`config.mk`:
```
export PLATFORM = sky130hd
export DESIGN_NAME = set_mode_sequencer
export DESIGN_NICKNAME = d
export VERILOG_FILES = /design/src/rtl/clock_ctrl_pkg.sv /design/src/rtl/btn_debounce.sv /design/src/rtl/set_mode_sequencer.sv
export SDC_FILE = /design/constraint.sdc
export NUM_CORES = 1
export LEC_CHECK = 0
export ABC_AREA = 1
export CORE_ASPECT_RATIO = 1.5
export CORE_MARGIN = 3
export CORE_UTILIZATION = 53
export DETAILED_ROUTE_END_ITERATION = 16
export GPL_TIMING_DRIVEN = 0
export PLACE_DENSITY_LB_ADDON = 0.1
export RECOVER_POWER = 100
export SKIP_CTS_REPAIR_TIMING = 1
export SYNTH_ARGS = -nofsm -noshare
export SYNTH_HDL_FRONTEND = slang
export SYNTH_HIERARCHICAL = 1
export SYNTH_SLANG_ARGS = --single-unit
```
`constraint.sdc`:
```
create_clock -name clk -period 2.35 [get_ports clk]
set_clock_uncertainty 0.05 [all_clocks]
set_input_delay 0.3525 -clock clk [delete_from_list [all_inputs] [get_ports clk]]
set_output_delay 0.3525 -clock clk [all_outputs]
set_load 0.03 [all_outputs]
```
`src/rtl/clock_ctrl_pkg.sv`:
```
// Shared constants for the clock setting-mode sequencer: mode and field
// indices, default parameter values and a small wrap-around helper.
package clock_ctrl_pkg;

  localparam int DEF_N_SET_MODES     = 3;
  localparam int DEF_N_FIELDS        = 3;
  localparam int DEF_DEBOUNCE_CYCLES = 16;
  localparam int DEF_TIMEOUT_TICKS   = 10;

  // Mode indices as presented on mode_idx; IDLE is always 0.
  typedef enum logic [2:0] {
    MODE_IDLE  = 3'd0,
    MODE_TIME  = 3'd1,
    MODE_DATE  = 3'd2,
    MODE_ALARM = 3'd3
  } mode_e;

  // Field indices within a setting mode.
  typedef enum logic [2:0] {
    FIELD_HH = 3'd0,
    FIELD_MM = 3'd1,
    FIELD_SS = 3'd2
  } field_e;

  // Increment v, returning to 0 after reaching last.
  function automatic logic [2:0] wrap_inc(input logic [2:0] v, input logic [2:0] last);
    return (v == last) ? 3'd0 : v + 3'd1;
  endfunction

endpackage

```
`src/rtl/btn_debounce.sv`:
```
// Two-flop synchronizer plus level debouncer for one raw push button.
// Emits a single-cycle press pulse when a new pressed level is accepted;
// releases are accepted silently.
module btn_debounce
  import clock_ctrl_pkg::*;
#(
  parameter int DEBOUNCE_CYCLES = DEF_DEBOUNCE_CYCLES
) (
  input  logic clk,
  input  logic rst,
  input  logic btn_raw,
  output logic press
);

  localparam int            CW       = $clog2(DEBOUNCE_CYCLES);
  localparam logic [CW-1:0] CNT_LAST = CW'(DEBOUNCE_CYCLES - 1);

  logic [1:0]    sync_q, sync_d;
  logic          level_q, level_d;
  logic [CW-1:0] cnt_q, cnt_d;
  logic          press_q, press_d;

  // Shift the raw input through the synchronizer and count consecutive
  // synchronized samples that disagree with the accepted level.
  always_comb begin
    // NOTE: every variable gets a default first so no path leaves it unassigned (no latch).
    sync_d  = {sync_q[0], btn_raw};
    level_d = level_q;
    cnt_d   = '0;
    press_d = 1'b0;
    if (sync_q[1] != level_q) begin
      if (cnt_q == CNT_LAST) begin
        level_d = sync_q[1];
        press_d = sync_q[1];
      end else begin
        cnt_d = cnt_q + 1'b1;
      end
    end
  end

  // State registers with synchronous reset.
  always_ff @(posedge clk) begin
    // NOTE: sequential state uses non-blocking assignments so all flops update together.
    if (rst) begin
      sync_q  <= '0;
      level_q <= 1'b0;
      cnt_q   <= '0;
      press_q <= 1'b0;
    end else begin
      sync_q  <= sync_d;
      level_q <= level_d;
      cnt_q   <= cnt_d;
      press_q <= press_d;
    end
  end

  assign press = press_q;

endmodule

```
`src/rtl/set_mode_sequencer.sv`:
```
// Setting-mode sequencer for a clock: steps through IDLE and the setting
// modes on mode presses, selects the edited field on field presses and
// abandons a setting mode after TIMEOUT_TICKS seconds of inactivity.
module set_mode_sequencer
  import clock_ctrl_pkg::*;
#(
  parameter int N_SET_MODES     = DEF_N_SET_MODES,
  parameter int N_FIELDS        = DEF_N_FIELDS,
  parameter int DEBOUNCE_CYCLES = DEF_DEBOUNCE_CYCLES,
  parameter int TIMEOUT_TICKS   = DEF_TIMEOUT_TICKS
) (
  input  logic                   clk,
  input  logic                   rst,
  input  logic                   mode_btn,
  input  logic                   field_btn,
  input  logic                   adjust_act,
  input  logic                   tick_1hz,
  output logic [N_SET_MODES-1:0] set_en,
  output logic [2:0]             mode_idx,
  output logic [2:0]             field_sel,
  output logic                   commit_pulse,
  output logic                   abort_pulse
);

  localparam int            TW         = $clog2(TIMEOUT_TICKS + 1);
  localparam logic [TW-1:0] TICK_LAST  = TW'(TIMEOUT_TICKS - 1);
  localparam logic [2:0]    MODE_LAST  = 3'(N_SET_MODES);
  localparam logic [2:0]    FIELD_LAST = 3'(N_FIELDS - 1);

  logic mode_press, field_press;

  btn_debounce #(.DEBOUNCE_CYCLES(DEBOUNCE_CYCLES)) u_mode_db (
    .clk    (clk),
    .rst    (rst),
    .btn_raw(mode_btn),
    .press  (mode_press)
  );

  btn_debounce #(.DEBOUNCE_CYCLES(DEBOUNCE_CYCLES)) u_field_db (
    .clk    (clk),
    .rst    (rst),
    .btn_raw(field_btn),
    .press  (field_press)
  );

  logic [2:0]    mode_q, mode_d;
  logic [2:0]    field_q, field_d;
  logic [TW-1:0] idle_cnt_q, idle_cnt_d;
  logic          commit_q, commit_d;
  logic          abort_q, abort_d;
  logic          in_set;

  // Next mode/field/inactivity state; a mode press outranks everything,
  // activity outranks a tick, and the timeout fires on the tick that
  // would make the count reach TIMEOUT_TICKS.
  always_comb begin
    mode_d     = mode_q;
    field_d    = field_q;
    idle_cnt_d = idle_cnt_q;
    commit_d   = 1'b0;
    abort_d    = 1'b0;
    in_set     = (mode_q != MODE_IDLE);
    if (mode_press) begin
      mode_d     = wrap_inc(mode_q, MODE_LAST);
      field_d    = FIELD_HH;
      idle_cnt_d = '0;
      commit_d   = in_set;
    end else if (in_set) begin
      if (field_press || adjust_act) begin
        idle_cnt_d = '0;
        if (field_press) field_d = wrap_inc(field_q, FIELD_LAST);
      end else if (tick_1hz) begin
        if (idle_cnt_q == TICK_LAST) begin
          mode_d     = MODE_IDLE;
          field_d    = FIELD_HH;
          idle_cnt_d = '0;
          abort_d    = 1'b1;
        end else begin
          idle_cnt_d = idle_cnt_q + 1'b1;
        end
      end
    end
  end

  // Sequencer registers; reset returns to IDLE without any pulse.
  always_ff @(posedge clk) begin
    if (rst) begin
      mode_q     <= MODE_IDLE;
      field_q    <= FIELD_HH;
      idle_cnt_q <= '0;
      commit_q   <= 1'b0;
      abort_q    <= 1'b0;
    end else begin
      mode_q     <= mode_d;
      field_q    <= field_d;
      idle_cnt_q <= idle_cnt_d;
      commit_q   <= commit_d;
      abort_q    <= abort_d;
    end
  end

  // One-hot decode of the active setting mode.
  always_comb begin
    set_en = '0;
    for (int k = 0; k < N_SET_MODES; k++) set_en[k] = (mode_q == 3'(k + 1));
  end

  assign mode_idx     = mode_q;
  assign field_sel    = field_q;
  assign commit_pulse = commit_q;
  assign abort_pulse  = abort_q;

endmodule

```
* Word level (Yosys, flattened, before mapping)
Cells that the tools add are included. W data, S select, Z words.
Cells by class: equality and inequality tests 11, reduce and logical (&&, ||, !) cells 19, muxes and demuxes 13, add/subtract/negate cells 5, bitwise gates (word level) 7
Operator list (count):
- $mux W3 | 9
- $add A4 B1 Y4 const B | 3
- $eq A4 B4 Y1 const B | 3
- $mux W4 | 3
- $reduce_or A3 Y1 | 4
- $reduce_bool A2 Y1 | 5
- $eq A3 B2 Y1 const B | 3
- $reduce_and A4 Y1 | 2
- $not A1 Y1 | 7
- $add A3 B1 Y3 const B | 2
- $reduce_and A2 Y1 | 3
- $reduce_or A5 Y1 | 1
- $ne A2 B1 Y1 const B | 2
- $reduce_or A2 Y1 | 2
- $eq A3 B1 Y1 const B | 1
- $reduce_bool A3 Y1 | 1
- $ne A1 B1 Y1 | 2
- $logic_or A1 B1 Y1 | 1
- $mux W1 | 1
Storage, ports and cells: flip-flop bits (word level) 28

* Longest topological paths before layout
Gate-level depths: netlist of run 1.
depth in word-level cells 6, gate-level depth with buffers 10, mapped depth without buffers 10

* Modules after synthesis
Netlist of run 1, hierarchy kept.
Modules (own cells, without submodules):
- set_mode_sequencer | cells an instance 113, times used 1, area each 729.4 um2
- btn_debounce | cells an instance 36, times used 2, area each 302.8 um2

* Worst setup path before layout of run 1
Ideal clock, no wire load.
path kind register -> register, from reg mode_q[0], in the netlist mode_idx[0], to reg field_q[2], in the netlist field_sel[2], slack 0.750 ns, data arrival time 1.437 ns, path buffers 0, stages on the path, launching flop included 9, required time 2.187 ns, cell sequence dfxtp_1 -> inv_1 -> ha_1 -> inv_1 -> nor2_2 -> a21oi_4 -> nand2_2 -> nor2_1 -> nor2_1
Between the ends: longest elaborated chain between the ends 2
RTL lines:
- from (decl) | line set_mode_sequencer.sv:46 | logic [2:0] mode_q, mode_d;
- from (signal assigned) | line set_mode_sequencer.sv:94 | mode_q <= mode_d;
- $reduce_bool A3 Y1 | line set_mode_sequencer.sv:62 | in_set = (mode_q != MODE_IDLE);
- $reduce_and A4 Y1 (no line)
- to (signal assigned) | line set_mode_sequencer.sv:95 | field_q <= field_d;
- to (decl) | line set_mode_sequencer.sv:47 | logic [2:0] field_q, field_d;
No other way between the ends. A chain may end at the register's enable or synchronous reset.

* Final worst setup path of run 1
from reg mode_q[1], in the netlist mode_idx[1], to out set_en[0]
Between the ends: longest elaborated chain between the ends 1
RTL lines:
- $eq A3 B1 Y1 | line set_mode_sequencer.sv:105 | for (int k = 0; k < N_SET_MODES; k++) set_en[k] = (mode_q == 3'(k + 1));
- to (decl) | line set_mode_sequencer.sv:18 | output logic [N_SET_MODES-1:0] set_en,
No other way between the ends.

==> qor.csv, run 1 <==
metric,value,unit
floorplan.rows,21,
yosysTopAreaCellShare,0.4199,
pin_count,17,
globalRouteOverflowTotal,0,
final_layout_size_suffix_gt1_frac,0.03431,
p_per_cell_area,460.7,mW/mm^2
dr.pass1.iters,4,
detailed_place_hpwl,1989,um
grt_setup_unrepaired,false,
hp-class,reg2reg,
critical_path_peak_fanout,5,
tritoncts_num_sinks,28,
seq_area_frac_synth,0.4199,
arrival,1.75,ns
period_needed,2.149,ns
synth-edff-count,0,
register_clock_pin_slew_on_the_reported_worst_setup_and_hold_paths,0.13,ns
post_drt_via_cell_ratio,5.048,
first_iter_violations,29,
worst_slew_margin_rel,0.6319,
final_critical_path_share_of_the_clock_period,0.9143,
status,finished clean,
grt_start_max_net_pins,16,
first_pass_grt_wire_length,4222,um
setup-violations-final,0,
num-nets-final,220,
syn-num-nets,199,
detailed_route_wire_length_per_cell,10.76,um
pre_cts_slack,0.5271,ns
timing.critical_path.to_type,output port,
clock_tree.buffer_depth,2,
first_global_vias,1156,
gpl.final_weighted_congestion,0.7471,
port_buffers,16,
timing_worst_slew_pin_value,0.5521,ns
postSynth.topFlopCell,dfxtp_1,
fp.dieH,67.47,um
finalWorstSetupSlack,0.2013,ns
track_usage,0.1788,
routed_wirelength,2443,um
h-tree-depth,1,
achievable-frequency,0.4654,GHz
initial_core_util,0.5774,
async_flop_share,0,
yosysTopAreaCell,dfxtp_1,
worst_ep_required_time,1.95,ns
yosys_warnings,6,
crit_start_category,flop,
synth-seq-cells,28,
route.antenna.remaining_nets,0,
die_width,46.98,um
synth_cell_types,19,
antenna_violations_before_repair,0,
fp.dieArea,0.003170,sq mm
areaGrowthSynthToFinish,13.31,%
core,0.002312,sq mm
drc,0,
synthesis.area,0.001335,sq mm
post_synth.cell_area_avg,7.216,sq um
cts.root.buffer_cell,clkbuf_4,
cts_tree,yes,
synthesis.instances,185,
n_antenna_cell,0,
timing.final.hold_violations,0,
max_cap_violations,0,
numCtsBuffers,3,
worst-setup-path-type,reg2out,
synth_top_cells_by_area,"dfxtp_1, nand2_1, inv_1",
report.final.slew_viol_count,0,
leakage,0.0007242,uW
detailroute.via_count,1146,
clk_latency,0.31,ns
timing.setup.tns,0,ns
ir_drop,0.4630,mV
-- final timing paths --
path	from	slack, ns	cells after the start	end
worst max-delay path	mode_idx[1]	0.20	5	set_en[0]
worst min register to register	u_field_db/sync_q[0]	0.37	2	u_field_db/sync_q[1]
worst min-delay path	u_field_db/sync_q[0]	0.37	2	u_field_db/sync_q[1]
worst max register to register	mode_idx[0]	0.45	9	field_sel[1]
-- placed cells by master, fill, tap and decap left out --
cell,n
nor3_1,3
nor2_1,32
or2_0,1
ha_1,8
nor2_2,2
inv_1,35
clkdlybuf4s50_1,6
nand3_1,11
dlygate4sd3_1,10
xnor2_1,3
xor2_1,1
dfxtp_1,28
nor2_4,1
nand2_1,46
a21oi_1,7
nand4_1,4
clkbuf_4,3
or2_1,1
o21ai_0,1
nand3_2,1
-- critical path, stage by stage (launching register included) --
cell	delay, ns
dfxtp_1	0.42
inv_1	0.08
ha_1	0.18
inv_1	0.05
nor2_1	0.03
dlygate4sd3_1	0.68
-- area by class of cell --
cell class,instances,area (sq um)
fillers,216,799.5
multi-input cells,122,609.3
flip-flops and latches,28,560.5
repair buffers,16,160.2
inverters,35,131.4
well taps,23,28.78
clock buffers,3,22.52
-- metrics by stage --
stage                       util  hold slack (ns)  total power (uW)  cell area (sq um)  cells
after floorplan                -           0.3383             507.2               1335    185
after global routing      0.6542           0.3873             730.0               1513    227
after global placement    0.6591           0.3407             522.2               1524    224
after detailed placement  0.6591           0.3508             524.3               1524    224
after CTS                 0.6688           0.3694             708.3               1546    227
final                     0.6542           0.3655             696.9               1513    227
-- metal layers --
metal	GRT usage	part of all wire	wire, um
met1	0.1620	0.39	943
met2	0.3656	0.58	1413
met3	0.01600	0.026	64
met4	0.07612	0.0086	21
met5	0	0	0
-- flip-flops by register name (all words and copies together), names as in the netlist --
signal              cells
idle_cnt_q              4
u_field_db/cnt_q        4
u_mode_db/cnt_q         4
field_sel               3
mode_idx                3
u_field_db/sync_q       2
u_mode_db/sync_q        2
abort_pulse             1
commit_pulse            1
u_field_db/level_q      1
u_field_db/press        1
u_mode_db/level_q       1
u_mode_db/press         1
-- logic make-up after synthesis --
kind of cell,share of synthesized area
fa+ha+maj,0.07498
buf+inv,0.09841
simple gates,0.3421
flops,0.4199
compound gates,0.03843
xor+xnor,0.02625
-- cells in the mapped netlist, types with 3 or more instances --
master	instances
nand2_1	45
inv_1	35
nor2_1	30
dfxtp_1	28
ha_1	8
nand3_1	8
a21oi_1	6
nand3_2	4
nand4_1	4
nor2_2	4
nor3_1	3
xnor2_1	3
-- power breakdown --
group / leakage (uW) / switching (uW) / internal [uW]
registers: 0.000226 / 2.60 / 479
logic: 0.000484 / 17.3 / 12.6
clock network: 0.0000138 / 126 / 59.9
total: 0.000724 / 145 / 552
(Power assumes the default switching activity.)
==> run 2, diff against run 1 <==
CORE_UTILIZATION = 57   (was 53)
SYNTH_HIERARCHICAL = default   (was 1)
==> run 2 against run 1 <==
Compared with the run above: non-clock buffer count grew 2; maximum frequency shrank 2.9%; largest power group unchanged; clock-buffer cell count stayed put; combinational power decreased by 6%.
==> qor.csv, run 2 <==
metric,value,unit,change
route.antenna.remaining_nets,0,,unchanged
synthesis.area,0.001302,sq mm,-2.4%
leading_cell_type_by_number_of_instances_after_synthesis,dfxtp_1,,
use_met1,0.1794,,+0.01741
startpoint,mode_idx[0],,
detailed_route_wire_length_per_cell,11.08,um,+3.0%
track_usage,0.1817,,+0.002941
post_drt_via_cell_ratio,5.155,,+2.1%
ir_drop,0.3082,mV,-33%
worstReg2RegStart,mode_idx[0],,
yosysTopAreaCell,dfxtp_1,,
num-nets-final,201,,-8.6%
hp-class,reg2reg,,
post_synth.cell_area_avg,7.846,sq um,+8.7%
final_critical_path_share_of_the_clock_period,0.9418,,+0.02742
max_cap_violations,0,,unchanged
yosys_warnings,0,,-6
layout_common_cells,"nand2_1, dfxtp_1, nor2_1",,
dpl-instance-area,0.001490,sq mm,-2.2%
p_sw,148.0,uW,+1.8%
floorplan.rows,20,,-4.8%
timing.critical_path.buf_inv,3,,unchanged
first_iter_violations,21,,-28%
core,0.002102,sq mm,-9.1%
initial_core_util,0.6196,,+0.04226
globalRouteOverflowTotal,0,,unchanged
top_usage_layer,met2,,
register_clock_pin_slew_on_the_reported_worst_setup_and_hold_paths,0.14,ns,about the same
tritoncts_num_sinks,28,,unchanged
crit_path_frequent_cell,inv_1,,
synthesis.instances,166,,-10%
grt_start_max_net_pins,15,,-1
timing_worst_slew_pin_value,0.4528,ns,-0.09939 ns
areaGrowthSynthToFinish,13.54,%,
postSynth.topFlopCell,dfxtp_1,,
synth_top_cells_by_area,"dfxtp_1, ha_1, nor2_1",,
power.internal,551.6,uW,about the same
critical_path.max_stage_delay,0.68,ns,about the same
period_needed,2.213,ns,+0.06444 ns
clock_tree.buffer_depth,2,,unchanged
worst-setup-path-type,reg2out,,
yosysTopAreaCellShare,0.4304,,+0.01049
pin_count,17,,unchanged
final-instance-count-excl-fill,207,,-8.8%
syn-num-nets,180,,-9.5%
crit_start_category,flop,,
fin_util,0.7036,,+0.04935
timing.critical_path.max_delay_family,buffers and inverters,,
antenna_violations_before_repair,0,,unchanged
h-tree-depth,1,,unchanged
power_frac_seq,0.688,,-0.003
stdcell_area,0.001479,sq mm,-2.2%
power.switching_fraction,0.2116,,+0.002923
setup-violations-final,0,,unchanged
grt_setup_unrepaired,false,,
die_width,45.03,um,-4.2%
worstReg2RegEnd,field_sel[2],,
arrival,1.81,ns,+0.06 ns
most_frequent_cells_after_synthesis,"dfxtp_1, nor2_1, nand2_1",,
report.final.slew_viol_count,0,,unchanged
achievable-frequency,0.4519,GHz,-2.9%
timing.setup.tns,0,ns,unchanged
fp.dieArea,0.002906,sq mm,-8.3%
timing.critical_path.to_type,output port,,
detailroute.via_count,1067,,-6.9%
grtUsageMet3,0.01667,,+0.0006667
filler_cell_count,179,,-17%
worst_slew_margin_rel,0.6982,,+0.06626
cts_tree,yes,,
worst_ep_required_time,1.95,ns,about the same
synth-edff-count,0,,unchanged
fp.dieH,64.55,um,-4.3%
final_layout_size_suffix_gt1_frac,0.08108,,+0.04677
async_flop_share,0,,unchanged
numCtsBuffers,3,,unchanged
worst_path_max_delay_cell,dlygate4sd3_1,,
status,finished clean,,
p_per_cell_area,473.0,mW/mm^2,+2.7%
critical_path_peak_fanout,5,,unchanged
timing.final.hold_violations,0,,unchanged
seq_area_frac_synth,0.4304,,+0.01049
synth_cell_types,24,,+5
clk_latency,0.32,ns,about the same
drc,0,,unchanged
top_regs,"idle_cnt_q x4, u_field_db.cnt_q x4, u_mode_db.cnt_q x4",,
routed_wirelength,2294,um,-6.1%
first_global_vias,1070,,-7.4%
cp.depth,5,,unchanged
finalWorstSetupSlack,0.1369,ns,-0.06444 ns
r2r_slack,0.48,ns,+0.03 ns
worstRegToRegCells,9,,unchanged
gpl.final_weighted_congestion,0.8214,,+9.9%
n_antenna_cell,0,,unchanged
dr.pass1.iters,4,,unchanged
port_buffers,16,,unchanged
p_clk_frac,0.271,,+0.005
first_pass_grt_wire_length,4077,um,-3.4%
cts.root.buffer_cell,clkbuf_4,,
detailed_place_hpwl,1838,um,-7.6%
grtUsageMet2,0.3457,,-0.01990
synth-seq-cells,28,,unchanged
leakage,0.0006628,uW,-8.5%
pre_cts_slack,0.5468,ns,+0.01976 ns
power.combinational.fraction,0.040,,-0.003
capture_point_of_the_worst_path,set_en[1],,
dpl.cell_count,204,,-8.9%
crit_path_cells,inv_1 -> ha_1 -> inv_1 -> nor2_1 -> dlygate4sd3_1,,
## run 2: cell types whose count changed after synthesis, moves of 3 or more
cell,delta
nand2_1,-20
inv_1,-13
nand3_1,+8
a21oi_1,+4
inv_2,+4
nand2_4,+4
nor2_1,-4
nor2_2,-4
nand4_1,-3
nor3_1,-3
xor2_1,+3
## run 2: power groups by stage
stage / clock (uW) / combinational [uW] / sequential (uW)
final: 190 / 28.2 / 481
after global placement: 0 / 28.5 / 492
after CTS: 196 / 29.5 / 482
after detailed placement: 0 / 29.3 / 492
after global routing: 218 / 32.3 / 482
after floorplan: 0 / 15.2 / 491
## run 2: final cells by class
class | count | area (sq um) | share of cell area
plain buffers | 2 | 7.507 | 0.005076
multi-input cells | 110 | 603.1 | 0.4078
flip-flops and latches | 28 | 560.5 | 0.3790
clock buffers | 3 | 22.52 | 0.01523
repair buffers | 16 | 160.2 | 0.1083
well taps | 22 | 27.53 | 0.01861
inverters | 26 | 97.59 | 0.06599
## run 2: per-stage QoR
step / hold WS [ns] / total power, uW
finish: 0.3649 / 699.6
global route: 0.3838 / 732.2
CTS: 0.3683 / 706.8
detailed placement: 0.3500 / 521.2
global placement: 0.3406 / 520.1
floorplan: 0.3383 / 506.5
## run 2: worst register-to-register path, cell delays in order (launching register included)
cell      delay (ns)
dfxtp_1         0.42
inv_1           0.10
ha_1            0.21
nand2_1         0.11
nand2_1         0.10
nand2_1         0.15
clkbuf_1        0.39
nand3_1         0.12
nand2_1         0.08
nor2_1          0.04
## run 2: worst min path at each step
stage | cells past startpoint | slack (ns) | start | endpoint
after floorplan | 2 | 0.34 | u_field_db.sync_q[0] | u_field_db.sync_q[1]
after global placement | 2 | 0.34 | u_field_db.sync_q[0] | u_field_db.sync_q[1]
after detailed placement | 2 | 0.35 | u_field_db.sync_q[0] | u_field_db.sync_q[1]
after CTS | 2 | 0.37 | u_field_db.sync_q[0] | u_field_db.sync_q[1]
after global routing | 2 | 0.38 | u_field_db.sync_q[0] | u_field_db.sync_q[1]
final | 2 | 0.36 | u_field_db.sync_q[0] | u_field_db.sync_q[1]
## run 2: per-layer routing
layer	up-vias	share of wire	wire length [um]
li1	555	-	-
met1	485	0.39	890
met2	20	0.55	1272
met3	7	0.031	71
met4	0	0.026	60
met5	-	0	0
## run 2: kinds of logic after synthesis
group           synth area share
flops                     0.4304
fa+ha+maj                0.07685
buf+inv                  0.08933
compound gates           0.06917
xor+xnor                 0.04035
simple gates              0.2940
